==> src/rtl/vga_timing_pkg.sv <==
// ---------------------------------------------------------------------------
// vga_timing_pkg
// Shared timing constants and types for the VGA frame streamer.
//   - Default 640x480@60 raster timing and derived totals.
//   - Stream FSM state type.
//   - Pixel word / grey / pop-counter widths.
//   - in_window(): inclusive range test used for the sync windows.
// ---------------------------------------------------------------------------
package vga_timing_pkg;

  localparam int unsigned H_ACTIVE_DEF = 640;
  localparam int unsigned H_FP_DEF     = 16;
  localparam int unsigned H_SYNC_DEF   = 96;
  localparam int unsigned H_BP_DEF     = 48;
  localparam int unsigned V_ACTIVE_DEF = 480;
  localparam int unsigned V_FP_DEF     = 10;
  localparam int unsigned V_SYNC_DEF   = 2;
  localparam int unsigned V_BP_DEF     = 33;

  localparam int unsigned H_TOTAL_DEF = H_ACTIVE_DEF + H_FP_DEF + H_SYNC_DEF + H_BP_DEF;
  localparam int unsigned V_TOTAL_DEF = V_ACTIVE_DEF + V_FP_DEF + V_SYNC_DEF + V_BP_DEF;

  // Pops in one fully streamed frame at the default timing.
  localparam int unsigned PIXELS_PER_FRAME = 307200;

  localparam int unsigned PIX_W     = 10;
  localparam int unsigned GREY_W    = 8;
  localparam int unsigned POP_CNT_W = 19;

  typedef enum logic {
    IDLE = 1'b0,
    RUN  = 1'b1
  } stream_state_t;

  // Inclusive window test; callers cast their counters to 16 bits.
  function automatic logic in_window(input logic [15:0] val,
                                     input logic [15:0] lo,
                                     input logic [15:0] hi);
    return (val >= lo) && (val <= hi);
  endfunction

endpackage

==> src/rtl/vga_timing_gen.sv <==
// ---------------------------------------------------------------------------
// vga_timing_gen
// Free-running raster counters for the VGA pixel clock domain.
// Ports:
//   clk           in   pixel clock
//   portV_arst    in   asynchronous active-high reset (counters -> (0,0))
//   hs_n_o        out  horizontal sync, active-low, combinational from hcnt
//   vs_n_o        out  vertical sync, active-low, combinational from vcnt
//   active_o      out  counters are inside the visible area
//   wrap_o        out  counters at the last position; next edge wraps to (0,0)
//   frame_start_o out  counters currently read (0,0)
// ---------------------------------------------------------------------------
module vga_timing_gen
  import vga_timing_pkg::*;
#(
  parameter int unsigned H_ACTIVE = H_ACTIVE_DEF,
  parameter int unsigned H_FP     = H_FP_DEF,
  parameter int unsigned H_SYNC   = H_SYNC_DEF,
  parameter int unsigned H_BP     = H_BP_DEF,
  parameter int unsigned V_ACTIVE = V_ACTIVE_DEF,
  parameter int unsigned V_FP     = V_FP_DEF,
  parameter int unsigned V_SYNC   = V_SYNC_DEF,
  parameter int unsigned V_BP     = V_BP_DEF
) (
  input  logic clk,
  input  logic portV_arst,
  output logic hs_n_o,
  output logic vs_n_o,
  output logic active_o,
  output logic wrap_o,
  output logic frame_start_o
);

  localparam int unsigned H_TOTAL  = H_ACTIVE + H_FP + H_SYNC + H_BP;
  localparam int unsigned V_TOTAL  = V_ACTIVE + V_FP + V_SYNC + V_BP;
  localparam int unsigned HCW      = $clog2(H_TOTAL);
  localparam int unsigned VCW      = $clog2(V_TOTAL);
  localparam int unsigned HS_START = H_ACTIVE + H_FP;
  localparam int unsigned HS_END   = HS_START + H_SYNC - 1;
  localparam int unsigned VS_START = V_ACTIVE + V_FP;
  localparam int unsigned VS_END   = VS_START + V_SYNC - 1;

  logic [HCW-1:0] hcnt_q, hcnt_d;
  logic [VCW-1:0] vcnt_q, vcnt_d;
  logic           h_last_s;
  logic           v_last_s;

  // Counter next-state: hcnt wraps after H_TOTAL-1 and advances vcnt on that edge.
  always_comb begin
    h_last_s = (hcnt_q == HCW'(H_TOTAL - 1));
    v_last_s = (vcnt_q == VCW'(V_TOTAL - 1));
    hcnt_d   = hcnt_q;
    vcnt_d   = vcnt_q;
    if (h_last_s) begin
      hcnt_d = '0;
      if (v_last_s) begin
        vcnt_d = '0;
      end else begin
        vcnt_d = vcnt_q + VCW'(1);
      end
    end else begin
      hcnt_d = hcnt_q + HCW'(1);
    end
  end

  // Counter registers; reset places the raster at (0,0).
  always_ff @(posedge clk or posedge portV_arst) begin
    if (portV_arst) begin
      hcnt_q <= '0;
      vcnt_q <= '0;
    end else begin
      hcnt_q <= hcnt_d;
      vcnt_q <= vcnt_d;
    end
  end

  // Sync windows, visible-area flag and frame markers decoded from the counters.
  always_comb begin
    hs_n_o        = ~in_window(16'(hcnt_q), 16'(HS_START), 16'(HS_END));
    vs_n_o        = ~in_window(16'(vcnt_q), 16'(VS_START), 16'(VS_END));
    active_o      = (hcnt_q < HCW'(H_ACTIVE)) && (vcnt_q < VCW'(V_ACTIVE));
    wrap_o        = h_last_s && v_last_s;
    frame_start_o = (hcnt_q == '0) && (vcnt_q == '0);
  end

endmodule

==> src/rtl/vga_frame_streamer.sv <==
// ---------------------------------------------------------------------------
// vga_frame_streamer
// Pops one 10-bit word per visible pixel from the VGA read port and drives the
// DAC with 8-bit grey, aligned to delayed sync/blank (2-clock latency).
// Ports:
//   clk            in   pixel clock (same net as the port block's portV_clk)
//   portV_arst     in   asynchronous active-high reset, shared with port block
//   run            in   streaming request, sampled only at the frame wrap
//   portV_dout     in   pixel word, valid the cycle after portV_nextDout
//   portV_nextDout out  pop request (combinational from state and counters)
//   VGA_R/G/B      out  grey colour, zero outside streamed visible pixels
//   VGA_HS/VS      out  active-low syncs
//   VGA_BLANK_N    out  high on visible pixels of a streamed frame
//   VGA_SYNC_N     out  tied low
//   frame_start    out  counters at (0,0), not delayed
//   frame_pops     out  pops counted in the last completed frame
// ---------------------------------------------------------------------------
module vga_frame_streamer
  import vga_timing_pkg::*;
#(
  parameter int unsigned H_ACTIVE = H_ACTIVE_DEF,
  parameter int unsigned H_FP     = H_FP_DEF,
  parameter int unsigned H_SYNC   = H_SYNC_DEF,
  parameter int unsigned H_BP     = H_BP_DEF,
  parameter int unsigned V_ACTIVE = V_ACTIVE_DEF,
  parameter int unsigned V_FP     = V_FP_DEF,
  parameter int unsigned V_SYNC   = V_SYNC_DEF,
  parameter int unsigned V_BP     = V_BP_DEF
) (
  input  logic                 clk,
  input  logic                 portV_arst,
  input  logic                 run,
  input  logic [PIX_W-1:0]     portV_dout,
  output logic                 portV_nextDout,
  output logic [GREY_W-1:0]    VGA_R,
  output logic [GREY_W-1:0]    VGA_G,
  output logic [GREY_W-1:0]    VGA_B,
  output logic                 VGA_HS,
  output logic                 VGA_VS,
  output logic                 VGA_BLANK_N,
  output logic                 VGA_SYNC_N,
  output logic                 frame_start,
  output logic [POP_CNT_W-1:0] frame_pops
);

  stream_state_t        state_q, state_d;
  logic                 hs_n_s, vs_n_s, in_active_s, wrap_s, frame_start_s;
  logic                 active0_s;

  // Stage 1 carries the pixel decoded while its pop is outstanding; stage 2 is
  // the output register loaded together with the captured colour.
  logic                 act1_q, hs1_q, vs1_q;
  logic                 act2_q, hs2_q, vs2_q;
  logic [GREY_W-1:0]    grey_q, grey_d;

  logic [POP_CNT_W-1:0] pop_cnt_q, pop_cnt_d;
  logic [POP_CNT_W-1:0] frame_pops_q, frame_pops_d;

  // The two LSBs are dropped by the grey expansion.
  logic [1:0]           dout_lsb_unused_s;

  vga_timing_gen #(
    .H_ACTIVE (H_ACTIVE),
    .H_FP     (H_FP),
    .H_SYNC   (H_SYNC),
    .H_BP     (H_BP),
    .V_ACTIVE (V_ACTIVE),
    .V_FP     (V_FP),
    .V_SYNC   (V_SYNC),
    .V_BP     (V_BP)
  ) u_timing (
    .clk           (clk),
    .portV_arst    (portV_arst),
    .hs_n_o        (hs_n_s),
    .vs_n_o        (vs_n_s),
    .active_o      (in_active_s),
    .wrap_o        (wrap_s),
    .frame_start_o (frame_start_s)
  );

  // Stream state register.
  always_ff @(posedge clk or posedge portV_arst) begin
    if (portV_arst) begin
      state_q <= IDLE;
    end else begin
      state_q <= state_d;
    end
  end

  // run only matters on the wrap edge, so a frame is always streamed whole.
  always_comb begin
    state_d = state_q;
    case (state_q)
      IDLE: begin
        if (wrap_s && run) begin
          state_d = RUN;
        end else begin
          state_d = IDLE;
        end
      end
      RUN: begin
        if (wrap_s && !run) begin
          state_d = IDLE;
        end else begin
          state_d = RUN;
        end
      end
      default: state_d = IDLE;
    endcase
  end

  // Pop whenever a streamed frame is inside the visible area.
  always_comb begin
    active0_s         = (state_q == RUN) && in_active_s;
    dout_lsb_unused_s = portV_dout[1:0];
  end

  // Colour capture: the word for a pixel arrives one cycle after its pop, which
  // is exactly when that pixel's stage-1 active flag is set.
  always_comb begin
    if (act1_q) begin
      grey_d = portV_dout[PIX_W-1:2];
    end else begin
      grey_d = '0;
    end
  end

  // Two-stage alignment pipeline for active, syncs and colour.
  always_ff @(posedge clk or posedge portV_arst) begin
    if (portV_arst) begin
      act1_q <= 1'b0;
      hs1_q  <= 1'b1;
      vs1_q  <= 1'b1;
      act2_q <= 1'b0;
      hs2_q  <= 1'b1;
      vs2_q  <= 1'b1;
      grey_q <= '0;
    end else begin
      act1_q <= active0_s;
      hs1_q  <= hs_n_s;
      vs1_q  <= vs_n_s;
      act2_q <= act1_q;
      hs2_q  <= hs1_q;
      vs2_q  <= vs1_q;
      grey_q <= grey_d;
    end
  end

  // Pop counter; the wrap position is blanking, so no pop competes with the clear.
  always_comb begin
    pop_cnt_d    = pop_cnt_q;
    frame_pops_d = frame_pops_q;
    if (wrap_s) begin
      frame_pops_d = pop_cnt_q;
      pop_cnt_d    = '0;
    end else if (active0_s) begin
      pop_cnt_d = pop_cnt_q + POP_CNT_W'(1);
    end else begin
      pop_cnt_d = pop_cnt_q;
    end
  end

  // Pop counter and last-frame result registers.
  always_ff @(posedge clk or posedge portV_arst) begin
    if (portV_arst) begin
      pop_cnt_q    <= '0;
      frame_pops_q <= '0;
    end else begin
      pop_cnt_q    <= pop_cnt_d;
      frame_pops_q <= frame_pops_d;
    end
  end

  assign portV_nextDout = active0_s;
  assign VGA_R          = grey_q;
  assign VGA_G          = grey_q;
  assign VGA_B          = grey_q;
  assign VGA_HS         = hs2_q;
  assign VGA_VS         = vs2_q;
  assign VGA_BLANK_N    = act2_q;
  assign VGA_SYNC_N     = 1'b0;
  assign frame_start    = frame_start_s;
  assign frame_pops     = frame_pops_q;

endmodule

==> config.mk <==
export PLATFORM = sky130hd
export DESIGN_NAME = vga_frame_streamer
export DESIGN_NICKNAME = d
export VERILOG_FILES = /design/src/rtl/vga_timing_pkg.sv /design/src/rtl/vga_timing_gen.sv /design/src/rtl/vga_frame_streamer.sv
export SDC_FILE = /design/constraint.sdc
export NUM_CORES = 1
export LEC_CHECK = 0
export BUFFER_PORTS_ARGS = -buffer_cell sky130_fd_sc_hd__buf_4
export CAP_MARGIN = 20
export CORE_ASPECT_RATIO = 0.6
export CORE_MARGIN = 8
export CORE_UTILIZATION = 50
export CTS_CLUSTER_SIZE = 8
export DETAILED_ROUTE_END_ITERATION = 12
export PLACE_DENSITY = 0.72
export SYNTH_ARGS = -nofsm -noshare
export SYNTH_HDL_FRONTEND = slang
export SYNTH_SLANG_ARGS = --single-unit
==> constraint.sdc <==
create_clock -name clk -period 2.2 [get_ports clk]
set_clock_uncertainty 0.15 [all_clocks]
set_input_delay 0.22 -clock clk [delete_from_list [all_inputs] [get_ports clk]]
set_output_delay 0.22 -clock clk [all_outputs]
set_load 0.05 [all_outputs]
==> run summary <==
The logs give 2314 for the via count of the first global-routing pass and 0 for the count of max-cap constraint violations. Final hold analysis gives a worst-case slack of 0.209 ns. The starting density of the core came out at 0.507. In this run the deepest clock path goes through 2 buffers.

The completed layout was analyzed and its total power is 2790 uW. Summed over all nets, the switching power comes to 545 uW. Post-route cell area: 4440 um2. Each instance of the synthesized netlist takes up on average 11.4 um2.

For the worst setup slack after layout, the log shows -0.185 ns. Setup repair after global routing could not meet its margin everywhere. The initial antenna violation count is 0, and the count of routing violations after the opening detailed-route iteration is 194. The cell area that synthesis handed to floorplanning was 3330 um2. The proportion of netlist area held by the largest area contributor was 0.519. At the end of routability-driven placement, the weighted congestion stood at 0.841.

The largest single stage delay on the critical path is 0.46 ns. 0 antenna diodes ended up in the layout. For this run, the detailed router's first-pass iteration total came to 4.

Category of the most critical setup path: reg2out. The time the final worst path needs with I/O delays and setup came out at 2.38 ns. The first global-routing pass estimated 12500 um of wire. The analysis attributes to cell leakage a power of 0.00215 uW. The run gives 0.481 as the power share of the sequential group. The later pin in the worst-skew pair is clocked with a latency of 0.35 ns. Setup violations remaining at the end of the flow were counted as 21. The number of clock sinks was 73. Of all cell types, the one taking the most synthesized area is dfrtp_1. After floorplanning, the core was divided into 23 placement rows.

Counting flops and latches in the post-synthesis netlist gives 73. The total global-route track usage came out at 0.166. The height of the die was 79.2 um. After technology mapping, the gate count stands at 291. When the netlist entered floorplanning its net count stood at 309. The post-route core utilization was 0.677; the count of synthesis-stage warnings from yosys was 0. After legalization and detailed placement, the total HPWL measured 4740 um. The number of clock buffers added by TritonCTS is 9.

Entering global routing, the biggest net connects 36 pins. The clock network fraction of total power came out at 0.496. The signal on the critical path passes through inv_2, ha_4, or4b_4, nor3_4, buf_4, and4_1, buf_6. Counting buffers and inverters, the worst setup path is 7 cells deep. The tools report the required time at the worst-slack endpoint as 1.83 ns. The tools report the worst endpoint data arrival time as 2.01 ns.

The final layout net count was 387. Yosys attributes the largest share of cell area to dfrtp_1 52%, mux2_1 6.4%, xnor2_1 4.7%. The share of the clock period used by the worst path is 1.08. The routed via count is 2429, and the cell depth of the worst hold path is 0.

The core region area is 6560 um2, and the total internal power is 2240 uW. Dividing the detail-routed via count by the number of cells gives 5.27. STA classifies the critical path startpoint as a register.

The mean routed wirelength per cell is 16.5 um. The count of distinct cell types in the synthesized netlist is 41. Timing would allow up to 419 MHz. The checks that failed: setup timing. The slowest stage cell on the critical path was or4b_4. For the final routed database, the setup TNS stands at -1.03 ns. The flow ran to the end, but the final reports show violations. Cell at the root of the clock tree: clkbuf_8. In this design, the largest share of critical-path delay is due to simple AND/OR/NAND/NOR gates. STA classifies the critical path endpoint as an output port.

The die covers 9600 um2. The worst hold path belongs to the class reg2reg. The wire length after detailed routing was 7580 um; the clock-pin slew of the registers on the worst-case setup and hold paths was 0.08 ns. The power per standard cell area is 628 nW/um2, and the post-detailed-route count of antenna-violating nets is 0.

The logs give 0 for the overflow left after global routing and 3830 um2 for the cell area after placement. The remaining design rule violation count is 0, and the switching share of power is 0.196. In this run the tool buffered the top-level ports with 58 buffer cells. TritonCTS built the clock tree.

The sequential element share of the synthesized area was 0.551; the fraction of layout instances using a drive strength above 1 was 0.366. The tools report the number of top-level pins as 62. From synthesis to final layout, the design area changed by 33.6%. The tightest slew margin relative to the limit is 0.652. The number of buffers and inverters on the critical path is 3. The logs give 0.023 for the share of total power in combinational logic and 0 for the number of max-slew violations in the final report.

The tools report the final number of hold-violating endpoints as 0. The maximum fanout encountered on the critical timing path was 2. For the pin with the worst max-slew slack, the measured transition is 0.521 ns.

The floorplan step set the die width to 121 um. The worst-case reg-to-reg path depth was 7. For the largest vdd supply drop, the log shows 0.000412 V.

The H-tree was split into 3 levels.
[cells by family after synthesis]
group           share of synthesized area
compound gates                     0.0316
xor+xnor                           0.0711
fa+ha+maj                          0.0188
buf+inv                            0.0779
flops                               0.551
mux                                0.0677
other cells                       0.00113
simple gates                        0.181
[per-stage QoR]
| step | cells | setup slack (ns) |
|---|---|---|
| 2_1_floorplan | 291 | 0.00918 |
| 3_3_place_gp | 427 | -0.0150 |
| 3_5_place_dp | 427 | -0.0439 |
| 4_1_cts | 460 | -0.219 |
| 5_1_grt | 461 | -0.252 |
| 6_report | 461 | -0.185 |
[registers in the layout (all words and copies together), names as in the netlist, 8 cells and up, named ones only]
name / flops
u_timing.hcnt_q: 10
VGA_B: 8
pop_cnt_q: 19
u_timing.vcnt_q: 10
frame_pops: 19
[worst reg2reg max path, cell delays in order, from the launching register on]
cell	delay [ns]
dfrtp_1	0.39
inv_2	0.08
ha_4	0.12
or4b_4	0.46
nor3_4	0.14
and3_4	0.32
buf_12	0.18
mux2_4	0.31
[final cells by class]
cell class | instances | area, um2
inverter | 12 | 48.8
clock inverter | 6 | 138
multi-input combinational | 178 | 1350
tap | 87 | 109
timing repair buffer | 95 | 838
fill | 481 | 2120
clock buffer | 10 | 128
sequential | 73 | 1830
[repair_timing]
action                                 4_1_cts  5_1_grt
gates resized for setup                     29        8
cloned                                       3        0
setup endpoints to repair                   22       40
hold buffers                                10        0
endpoints found under the hold margin       28        0
buffers inserted                             4        1
pin swaps                                    0        1
[power groups by stage]
stage	sequential, uW	clock (uW)	combinational (uW)
3_3_place_gp	1370	0	50.1
6_report	1340	1380	63.3
4_1_cts	1340	1410	65.6
2_1_floorplan	1370	0	25.0
5_1_grt	1340	1470	72.6
3_5_place_dp	1370	0	50.9
[layer usage]
metal | wire [um] | vias to the layer above | GRT usage | share of wire
li1 | - | 1141 | - | -
met1 | 3780 | 1197 | 0.241 | 0.50
met2 | 3090 | 82 | 0.221 | 0.41
met3 | 617 | 9 | 0.0609 | 0.081
met4 | 101 | 0 | 0.0563 | 0.013
met5 | 0 | - | 0 | 0
[cell usage after synthesis]
master / n
xnor2_1: 18
buf_4: 18
ha_1: 5
nand2_1: 12
or3_1: 4
nor2_1: 25
a41o_1: 1
dfrtp_1: 69
nor4b_1: 2
nand4b_1: 1
o31a_1: 1
mux2_1: 19
nor4_1: 9
nor3_1: 4
and3_1: 5
nor4_4: 1
nand3_2: 1
dfstp_2: 4
nor2b_1: 3
and4_1: 2
xor2_1: 9
or4b_1: 1
clkbuf_1: 3
o21ai_1: 2
nand3b_1: 2
inv_1: 12
buf_2: 3
nor3_2: 1
a311oi_1: 1
buf_6: 2
mux2_2: 1
o21ai_0: 8
o31ai_1: 1
buf_8: 2
nand3_1: 10
nand4_1: 13
a21oi_1: 4
or4_1: 1
or2_2: 2
and2_1: 8
conb_1: 1
[cell usage in the layout (no fill, tap or decap), types with 8 or more instances in the layout]
master / n
xnor2_1: 18
nand3_1: 10
clkbuf_8: 9
mux2_4: 20
dfrtp_1: 69
buf_4: 76
nand4_1: 13
dlygate4sd3_1: 10
xor2_1: 9
nand2_1: 12
o21ai_0: 8
nor2_1: 25
and2_1: 8
inv_1: 9
nor4_1: 8
[worst paths after layout]
check	startpoint	end	slack, ns
worst max-delay path	u_timing.vcnt_q[0]	frame_start	-0.18
worst min-delay path	vs1_q	VGA_VS	0.21
worst max register to register	u_timing.vcnt_q[0]	frame_pops[7]	-0.06
worst min register to register	vs1_q	VGA_VS	0.21
max in group asynchronous	portV_arst	VGA_VS	0.93
min in group asynchronous	portV_arst	VGA_B[2]	0.32
(Power assumes the default switching activity.)
